File: src/rtl/bch_ecc_dual_bit_decoder.sv
// HDMI data island subpacket BCH(64,56) receive decoder, 2 bits per pixel clock.
// Define BCH_ECC_CORRECT_EN to build in single-bit correction; otherwise detection only.
module bch_ecc_dual_bit_decoder #(
  parameter int ALLOW_STALL = 1
) (
  input  logic        clock,
  input  logic        nReset,
  input  logic [1:0]  dataIn,
  input  logic        valid,
  input  logic        isFirstDataClock,
  output logic [55:0] subpacket,
  output logic [7:0]  parity,
  output logic [7:0]  syndrome,
  output logic        done,
  output logic        errorDetected,
  output logic        errorCorrected,
  output logic        uncorrectable
);

  typedef enum logic [1:0] {IDLE, DATA, PARITY, REPORT} state_t;

  // Right-shifting Galois form of x^8+x^7+x^6+1, matching the transmit encoder.
  function automatic logic [7:0] ecc_step(input logic [7:0] e, input logic b);
    return (e >> 1) ^ ((e[0] ^ b) ? 8'h83 : 8'h00);
  endfunction

  state_t      state_q, state_d;
  logic [4:0]  cnt_q, cnt_d;
  logic [7:0]  ecc_q, ecc_d, ecc_pair;
  logic [55:0] rx_sub_q, rx_sub_d, sub_q, sub_d;
  logic [7:0]  rx_par_q, rx_par_d, par_q, par_d;
  logic [7:0]  syn_q, syn_d;
  logic [63:0] flip;
  logic        hit;

`ifdef BCH_ECC_CORRECT_EN
  typedef logic [63:0][7:0] sig_t;

  // Entry k<56: syndrome of a lone data bit k; entry 56+j: lone parity bit j.
  function automatic sig_t make_sigs();
    sig_t       s;
    logic [7:0] e;
    for (int k = 0; k < 56; k++) begin
      e = 8'h00;
      for (int i = 0; i < 56; i++) e = ecc_step(e, i == k);
      s[k] = e;
    end
    for (int j = 0; j < 8; j++) s[56+j] = 8'(1 << j);
    return s;
  endfunction

  localparam sig_t SIGS = make_sigs();

  always_comb begin
    flip = 64'd0;
    hit  = 1'b0;
    for (int p = 0; p < 64; p++) begin
      if (!hit && state_q == REPORT && syn_q != 8'h00 && SIGS[p] == syn_q) begin
        flip[p] = 1'b1;
        hit     = 1'b1;
      end
    end
  end
`else
  always_comb begin
    flip = 64'd0;
    hit  = 1'b0;
  end
`endif

  always_comb begin
    state_d  = state_q;
    cnt_d    = cnt_q;
    ecc_d    = ecc_q;
    rx_sub_d = rx_sub_q;
    rx_par_d = rx_par_q;
    sub_d    = sub_q;
    par_d    = par_q;
    syn_d    = syn_q;
    ecc_pair = ecc_step(ecc_step(ecc_q, dataIn[0]), dataIn[1]);
    // Commit any correction so held outputs stay repaired after the pulse.
    if (state_q == REPORT) begin
      sub_d   = subpacket;
      par_d   = parity;
      state_d = IDLE;
    end
    if (valid && isFirstDataClock) begin
      rx_sub_d = {54'd0, dataIn};
      rx_par_d = 8'h00;
      ecc_d    = ecc_step(ecc_step(8'h00, dataIn[0]), dataIn[1]);
      cnt_d    = 5'd1;
      state_d  = DATA;
    end else begin
      case (state_q)
        DATA: begin
          if (valid) begin
            rx_sub_d[{cnt_q, 1'b0} +: 2] = dataIn;
            ecc_d = ecc_pair;
            if (cnt_q == 5'd27) begin
              cnt_d   = 5'd0;
              state_d = PARITY;
            end else begin
              cnt_d = cnt_q + 5'd1;
            end
          end else if (ALLOW_STALL == 0) begin
            cnt_d   = 5'd0;
            state_d = IDLE;
          end
        end
        PARITY: begin
          if (valid) begin
            rx_par_d[{cnt_q[1:0], 1'b0} +: 2] = dataIn;
            if (cnt_q == 5'd3) begin
              cnt_d   = 5'd0;
              state_d = REPORT;
              sub_d   = rx_sub_q;
              par_d   = rx_par_d;
              syn_d   = ecc_q ^ rx_par_d;
            end else begin
              cnt_d = cnt_q + 5'd1;
            end
          end else if (ALLOW_STALL == 0) begin
            cnt_d   = 5'd0;
            state_d = IDLE;
          end
        end
        default: ;
      endcase
    end
  end

  always_ff @(posedge clock or negedge nReset) begin
    if (!nReset) begin
      state_q  <= IDLE;
      cnt_q    <= 5'd0;
      ecc_q    <= 8'h00;
      rx_sub_q <= 56'd0;
      rx_par_q <= 8'h00;
      sub_q    <= 56'd0;
      par_q    <= 8'h00;
      syn_q    <= 8'h00;
    end else begin
      state_q  <= state_d;
      cnt_q    <= cnt_d;
      ecc_q    <= ecc_d;
      rx_sub_q <= rx_sub_d;
      rx_par_q <= rx_par_d;
      sub_q    <= sub_d;
      par_q    <= par_d;
      syn_q    <= syn_d;
    end
  end

  assign done           = (state_q == REPORT);
  assign subpacket      = sub_q ^ flip[55:0];
  assign parity         = par_q ^ flip[63:56];
  assign syndrome       = syn_q;
  assign errorDetected  = done && (syn_q != 8'h00);
  assign errorCorrected = done && hit;
  assign uncorrectable  = errorDetected && !hit;

endmodule
File: config.mk
export PLATFORM = sky130hd
export DESIGN_NAME = bch_ecc_dual_bit_decoder
export DESIGN_NICKNAME = d
export VERILOG_FILES = /design/src/rtl/bch_ecc_dual_bit_decoder.sv
export SDC_FILE = /design/constraint.sdc
export NUM_CORES = 1
export LEC_CHECK = 0
export CORE_MARGIN = 3
export CORE_UTILIZATION = 40
export DETAILED_ROUTE_END_ITERATION = 10
export DONT_BUFFER_PORTS = 1
export GPL_ROUTABILITY_DRIVEN = 0
export SLEW_MARGIN = 30
export SYNTH_ARGS = -nofsm -noshare
export SYNTH_HDL_FRONTEND = slang
export SYNTH_SLANG_ARGS = --single-unit
File: constraint.sdc
create_clock -name clock -period 3.3 [get_ports clock]
set_input_delay 0.33 -clock clock [delete_from_list [all_inputs] [get_ports clock]]
set_output_delay 0.33 -clock clock [all_outputs]
set_load 0.02 [all_outputs]
======== Yosys cells after proc, flatten, opt, wreduce, memory -nomap -nowiden ========
Cells that the tools add are included.
storage, ports and cells
  register bits after elaboration ......... 151
  word-level logic and storage cells ...... 69
  input bits .............................. 6
operators by class
  bitwise logic cells ..................... 8
  mux-type cells .......................... 28
  shifts and indexed selects .............. 4
  eq/ne operators ......................... 7
  reductions and logical operators ........ 11
  $add $sub $neg .......................... 3
operators by type and width
  operator                count
  $mux 56                 3
  $mux 8                  10
  $bwmux 56               1
  $shift 2x8->56 const A  1
  $shiftx 2x8->56         1
  $mux 5                  5
  $xor 7x8->8             3
  $mux 2                  6
  $pmux 5 s2              1
  $bwmux 8                1
  $neg 6->8               1
  $reduce_bool 8->1       1
  $shift 2x5->8 const A   1
  $shiftx 2x5->8          1
  $xor 8x8->8             1
  $ne 3x3->1 const B      2
  $reduce_bool 2->1       3
  $add 5x1->5 const B     1
  $eq 5x2->1 const B      1
  $eq 5x5->1 const B      1
  $neg 3->5               1
  $eq 2x2->1 const B      2
  $pmux 2 s2              1
  $reduce_and 2->1        2
  other kinds (7)         10

======== Longest topological paths before layout ========
Gate-level depths: netlist (run 1).
  word-level depth ........................ 9
  depth in mapped cells ................... 10
  gate-level depth less buffers ........... 6

======== Least setup slack after synthesis (run 1) ========
No wires, ideal clock.
  path kind ............................... register to register
  start ................................... register cnt_q[0]
  end ..................................... register rx_sub_q[40]
  arrival ................................. 2,454 ps
  data required time ...................... 3,158 ps
  setup time .............................. 142 ps
  cell stages (with the launch flop) ...... 10
  period minus slack after synthesis ...... 2,597 ps
  setup slack ............................. 703 ps
  cells stage by stage .................... dfrtp_1 > buf_2 > buf_2 > inv_1 > ha_1 > buf_2 > or2_4 > or4_1 > a21oi_1 > o221ai_1
on the way
  longest elaborated chain between the ends .. 6
ends and longest elaborated chain
  element                                                   line  RTL
  start: declaration                                        28    logic [4:0] cnt_q, cnt_d;
  start signal: assignment                                  144   cnt_q <= cnt_d;
  $neg 6->8 (*)                                             97    rx_sub_d[{cnt_q, 1'b0} +: 2] = dataIn;
  $shiftx 2x8->56 / $shift 2x8->56 (equally long branches)  97
  $bwmux 56 (*)                                             97
  $mux 56 (*)                                               96    if (valid) begin
  $mux 56 (*)                                               94    case (state_q)
  $mux 56 (*)                                               87    if (valid && isFirstDataClock) begin
  end signal: assignment                                    146   rx_sub_q <= rx_sub_d;
  end: declaration                                          30    logic [55:0] rx_sub_q, rx_sub_d, sub_q, sub_d;
Mark *: on every way between the ends. The rest lies on a longest branch, timed or not. The select of a mux whose other input is x is not followed.
A chain may end at the register's enable or synchronous reset.

======== Worst setup path in the final report (run 1) ========
  start ................................... register cnt_q[1]
  end ..................................... register rx_par_q[5]
on the way
  longest elaborated chain between the ends .. 6
ends and longest elaborated chain
  element                                                 line  RTL
  $neg 3->5 (*)                                           112   rx_par_d[{cnt_q[1:0], 1'b0} +: 2] = dataIn;
  $shiftx 2x5->8 / $shift 2x5->8 (equally long branches)  112
  $bwmux 8 (*)                                            112
  $mux 8 (*)                                              111   if (valid) begin
  $mux 8 (*)                                              94
  $mux 8 (*)                                              87
  end signal: assignment                                  147   rx_par_q <= rx_par_d;
  end: declaration                                        31    logic [7:0] rx_par_q, rx_par_d, par_q, par_d;
Marks and branches as above.

==> results of run 1 <==
metal layers:
metal	vias to the layer above	wire, um	track usage, %
met1	2705	8350	26.2
li1	2425	-	-
met2	199	8710	28.9
met4	0	402	6.31
met5	-	0	0
met3	36	1290	5.09
worst min-delay path by stage:
stage | endpoint | startpoint | cells past startpoint
4_1_cts | cnt_q[3] | nReset | 0
3_3_place_gp | parity[3] | nReset | 0
2_1_floorplan | cnt_q[0] | nReset | 0
5_1_grt | parity[2] | nReset | 0
3_5_place_dp | parity[2] | nReset | 0
6_report | parity[2] | nReset | 0
area by class of cell:
class                           instances  share of cell area [%]
Sequential cell                       151                    46.5
Tap cell                              225                    3.47
Clock buffer                           17                    5.24
Clock inverter                         15                    1.96
Inverter                               30                    1.39
Multi-Input combinational cell        440                    39.9
Timing Repair Buffer                   15                    1.51
cells in the final DEF (no fill, tap or decap), types with 8 or more instances in the layout:
master and instances:
dfrtp_1 151, nand2_1 61, mux2_1 50, o22ai_1 41, a21oi_1 29, inv_1 28, o21ai_0 24, nand3_1 19
nand2b_1 18, nor2_1 17, clkbuf_16 17, o211ai_1 14, xnor2_1 11, buf_4 11, ha_1 10, o221ai_1 8
Yosys cell counts (4+ instances only):
cell type	count	area share, %
a22o_1	5	0.60
nor3_1	4	0.27
ha_1	10	1.7
o22ai_1	41	3.5
buf_4	4	0.41
nor2b_1	6	0.51
o211ai_1	14	1.4
o221ai_1	8	0.95
o21ai_0	24	1.6
xnor2_1	11	1.3
mux2_2	5	0.77
clkbuf_1	21	1.1
nand2_1	62	3.2
o31ai_1	5	0.51
mux2_1	50	7.7
nand2b_1	18	1.5
a2bb2o_2	4	0.61
a21oi_1	29	2.0
or4_1	6	0.61
nor2_1	17	0.87
o2bb2ai_1	7	0.83
dfrtp_1	151	51
o21ai_1	7	0.48
buf_2	14	0.95
a31oi_1	4	0.34
a22oi_1	6	0.61
nand3_1	19	1.3
inv_1	28	1.4
nand4_1	7	0.60
mux2i_1	4	0.54
kinds of logic after synthesis:
| group | Yosys count |
|---|---|
| compound gates | 187 |
| other cells | 1 |
| flops | 151 |
| buf+inv | 74 |
| fa+ha+maj | 10 |
| mux | 59 |
| xor+xnor | 15 |
| simple gates | 168 |
where the power goes:
group          switching (mW)  leakage (nW)  internal [mW]
combinational           0.999          1.17          0.508
sequential              0.143          2.08           1.95
clock                   0.853         0.284           1.07
sequential cells by signal, indices dropped and copies added (netlist names):
register and count:
cnt_q 5, ecc_q 8, parity 8, rx_par_q 8
rx_sub_q 56, state_q 2, subpacket 56, syndrome 8
worst max-delay path: cells and delay by family (launching register included):
family | cells | cell delay [ps]
AO/OA/AOI/OAI | 3 | 600
adder cells (fa/ha/maj) | 1 | 370
buffers and inverters | 2 | 760
flip-flops | 1 | 650
AND/OR/NAND/NOR | 1 | 500
through the flow:
stage | utilization (%) | hold WS (ps) | instance area [um2] | setup WS (ps)
2_1_floorplan | - | 34.4 | 7350 | 703
6_report | 46.0 | -402 | 8120 | 366
3_3_place_gp | 42.4 | 42.1 | 7490 | 572
3_5_place_dp | 42.4 | 41.6 | 7490 | 417
4_1_cts | 46.0 | -422 | 8120 | 401
5_1_grt | 46.0 | -423 | 8120 | 169
==> impl_metrics.tcl, run 1 <==
set metrics [dict create \
    outcome "finished, violations left" \
    violations "negative hold slack" \
    yosys.area_share.xor_xnor_pct 2.15 \
    diodes 0 \
    worstPathArrival_ps 3300 \
    clk_path_buf_depth 2 \
    first_iter_violations 367 \
    placedCellCount 857 \
    ctsResizeCount 0 \
    cts_tree "yes" \
    ys_seq_area_share_pct 51.4 \
    crit_type "reg2reg" \
    multiInputGateArea_mm2 0.00324 \
    fin_crit_ps 2930 \
    clk_pin_slew_ps 70 \
    finalMaxSlewViolations 0 \
    initial_core_util_pct 41.6 \
    drt-total-wl_um 18700 \
    final.setup.tns_ps 0 \
    r2r-end "rx_par_q[5]" \
    drive_above_1_share_pct 11.8 \
    reg2reg_from "cnt_q[1]" \
    cts.sinks 151 \
    drv_cap 0 \
    pin_count 82 \
    cp-startpoint "cnt_q[1]" \
    async_flop_share_pct 100 \
    antenna_found_initial 0 \
    cts_buffers 17 \
    final_nets 671 \
    finalCritPeriodShare_pct 88.9 \
    power_density_mw_per_mm2 681 \
    die_height_um 142 \
    io_buffers 0 \
    synthesis.area_mm2 0.00735 \
    fp.dieW_um 142 \
    synthSimpleGateAreaFrac_pct 12.7 \
    num_rows 48 \
    coreArea_mm2 0.0177 \
    ys_warn_count 0 \
    syn-num-nets 681 \
    cp-end-kind "register" \
    p_leak_nw 3.53 \
    grt_start_max_net_pins 152 \
    synth-compound-area-share_pct 18.5 \
    insertion_delay_ps 430 \
    avgSynthCellArea_um2 11.1 \
    hold_class "in2async" \
    grt_overflow 0 \
    endpoint "rx_par_q[5]" \
    worst-path-max-fanout 15 \
    grt_pass1_wl_um 29800 \
    synth-main-ff-cell "dfrtp_1" \
    slew_headroom_pct 47.7 \
    hold_viol 151 \
    grtUsageTotal_pct 18.9 \
    tightest_slew_ps 780 \
    finalPower_mw 5.53 \
    cts-hold-fix-buffers 4 \
    via_count 5365 \
    critPathLaunchType "register" \
    r2r_cells 7 \
    hold_ws_ps -402 \
    slowest_stage "dfrtp_1" \
    clockRootBuffer "clkbuf_16" \
    ir_worst_vdd_mv 0.388 \
    rsz0062_at_grt "no" \
    drt-pass1-iter-count 5 \
    htree_levels 4 \
    crit_chain "inv_1 -> ha_1 -> or3b_1 -> o22ai_1 -> a22oi_1 -> o22ai_1 -> dlygate4sd3_1" \
    synthCells 665 \
    post-cts-setup-buffer-count 0 \
    drc 0 \
    synth_edf_count 0 \
    synth_top_family_by_area "compound AO/OA/AOI/OAI gates" \
    floorplan.die_area_mm2 0.0200 \
    max_freq_mhz 341 \
    register_area_mm2 0.00378 \
    synthMuxAreaShare_pct 8.97 \
    ff2ff_setup_slack_ps 370 \
    synth_cell_types 81 \
    nFillCells 1618 \
    grt_pass1_vias 5315 \
    slowest_delay_ps 650 \
    vias_per_cell 6.01 \
    synth_fa_ha_area_share_pct 1.70 \
    synth-seq-cells 151 \
    area.growth.synth_to_final_pct 10.5 \
    cp_data_required_time_ps 3670 \
    setup_viol 0 \
    final_cells 893 \
    hpwl_um 12800 \
    antenna_left 0 \
    cp_common_cell "o22ai_1" \
    wl_per_cell_um 21.0 \
    fin_skew_ps 10.8 \
]
Power figures use the tool's default switching activity.
==> run 2, diff against run 1 <==
PLACE_DENSITY = 0.54   (was unset)
==> run 2 against run 1 <==
  * The flow still finishes with violations (negative hold slack)
  * Die area unchanged
  * Clock-buffer cell count up 1
  * Non-clock buffer count down 4
  * Wire length down 2.5%
  * Critical endpoint is now rx_sub_q[55]
  * Worst setup slack worse by 51 ps
  * Sequential share of layout area up 0.10 points
  * Fmax down 1.7%
  * Final cell count down 0.45%
==> impl_metrics.tcl, run 2 (synthesis gave the netlist of run 1 again) <==
set metrics [dict create \
    grtUsageTotal_pct 19.0 \
    clk_pin_slew_ps 70 \
    fin_crit_ps 2990 \
    nFillCells 1644 \
    fp.dieW_um 142 \
    rsz0062_at_grt "no" \
    fin_skew_ps 8.57 \
    ir_worst_vdd_mv 0.403 \
    slowest_delay_ps 750 \
    cp-end-kind "register" \
    finalPower_mw 5.55 \
    coreArea_mm2 0.0177 \
    placedCellCount 854 \
    vias_per_cell 5.95 \
    critPathLaunchType "register" \
    layout_commonest_cell "dfrtp_1" \
    hold_ws_ps -397 \
    initial_core_util_pct 41.6 \
    final_cells 889 \
    hpwl_um 12600 \
    finalCritPeriodShare_pct 90.5 \
    clockRootBuffer "clkbuf_16" \
    drive_above_1_share_pct 11.3 \
    insertion_delay_ps 430 \
    io_buffers 0 \
    setup_slack_ps 315 \
    cp_data_required_time_ps 3650 \
    setup_viol 0 \
    cpLargestDelayFamily "simple AND/OR/NAND/NOR gates" \
    first_iter_violations 472 \
    p_leak_nw 3.53 \
    outcome "finished, violations left" \
    grt_overflow 0 \
    tightest_slew_ps 870 \
    max_freq_mhz 335 \
    final_nets 667 \
    final.setup.tns_ps 0 \
    final_cell_mix "dfrtp_1, nand2_1, mux2_1, o22ai_1, a21oi_1" \
    num_rows 48 \
    clk_path_buf_depth 2 \
    hold_viol 151 \
    cts-hold-fix-buffers 3 \
    drc 0 \
    cts_tree "yes" \
    ctsResizeCount 0 \
    finalMaxSlewViolations 0 \
    crit_buf_inv 1 \
    post-cts-setup-buffer-count 0 \
    crit_chain "inv_1 -> ha_1 -> xnor2_2 -> nand3_2 -> or4_1 -> a21oi_1" \
    crit_type "reg2reg" \
    pin_count 82 \
    hold_class "in2async" \
    antenna_found_initial 0 \
    wl_per_cell_um 20.6 \
    drt-total-wl_um 18300 \
    violations "negative hold slack" \
    floorplan.die_area_mm2 0.0200 \
    pre_cts_slack_ps 386 \
    worstPathArrival_ps 3340 \
    cts_buffers 17 \
    htree_levels 4 \
    slew_headroom_pct 41.7 \
    drv_cap 0 \
    power_density_mw_per_mm2 685 \
    worst-path-max-fanout 16 \
    area.growth.synth_to_final_pct 10.2 \
    via_count 5288 \
    diodes 0 \
    grt_pass1_wl_um 30000 \
    drt-pass1-iter-count 5 \
    grt_start_max_net_pins 152 \
    slowest_stage "xnor2_2" \
    die_height_um 142 \
    antenna_left 0 \
    grt_pass1_vias 5366 \
    cts.sinks 151 \
]
==> run 2: final cells by class <==
type	instances	area [um2]	share of cell area, %
Inverter	30	113	1.39
Tap cell	225	282	3.47
Sequential cell	151	3780	46.6
Clock inverter	14	163	2.01
Timing Repair Buffer	11	90.1	1.11
Clock buffer	18	439	5.42
Multi-Input combinational cell	440	3240	40.0
==> run 2: path summary, 6_finish.rpt <==
| kind | start | to | slack (ps) | depth (start not counted) |
|---|---|---|---|---|
| worst max-delay path | cnt_q[1] | rx_sub_q[55] | 310 | 6 |
| worst min-delay path | nReset | subpacket[49] | -400 | 0 |
| worst max register to register | cnt_q[1] | rx_sub_q[55] | 310 | 6 |
| worst min register to register | rx_sub_q[34] | subpacket[34] | 490 | 1 |
| max in group asynchronous | nReset | subpacket[27] | 3500 | 0 |
| min in group clock | valid | rx_par_q[4] | 20 | 1 |
==> run 2: report_power, final <==
part	switching [mW]	leakage (nW)	total (mW)	internal [mW]
clock	0.829	0.293	1.98	1.16
combinational	0.967	1.16	1.46	0.494
sequential	0.152	2.08	2.11	1.95
==> run 2: per-layer routing <==
layer  share of wire [%]  vias to the layer above  track usage (%)
met5                   0                        -                0
met4                 1.2                        0             5.25
met3                 6.5                       22             5.80
met2                  46                      165             29.2
met1                  46                     2685             26.2
li1                    -                     2416                -
==> run 2: worst reg2reg max path, stage by stage, from the launching register on <==
cell and delay (ps):
dfrtp_1 650, inv_1 200, ha_1 370, xnor2_2 750, nand3_2 240, or4_1 530
a21oi_1 160
==> run 2: through the flow <==
stage                     utilization [%]  area, um2
after floorplan                         -       7350
after global placement               42.3       7470
after detailed placement             42.3       7470
after CTS                            45.9       8100
after global routing                 45.9       8100
final                                45.9       8100
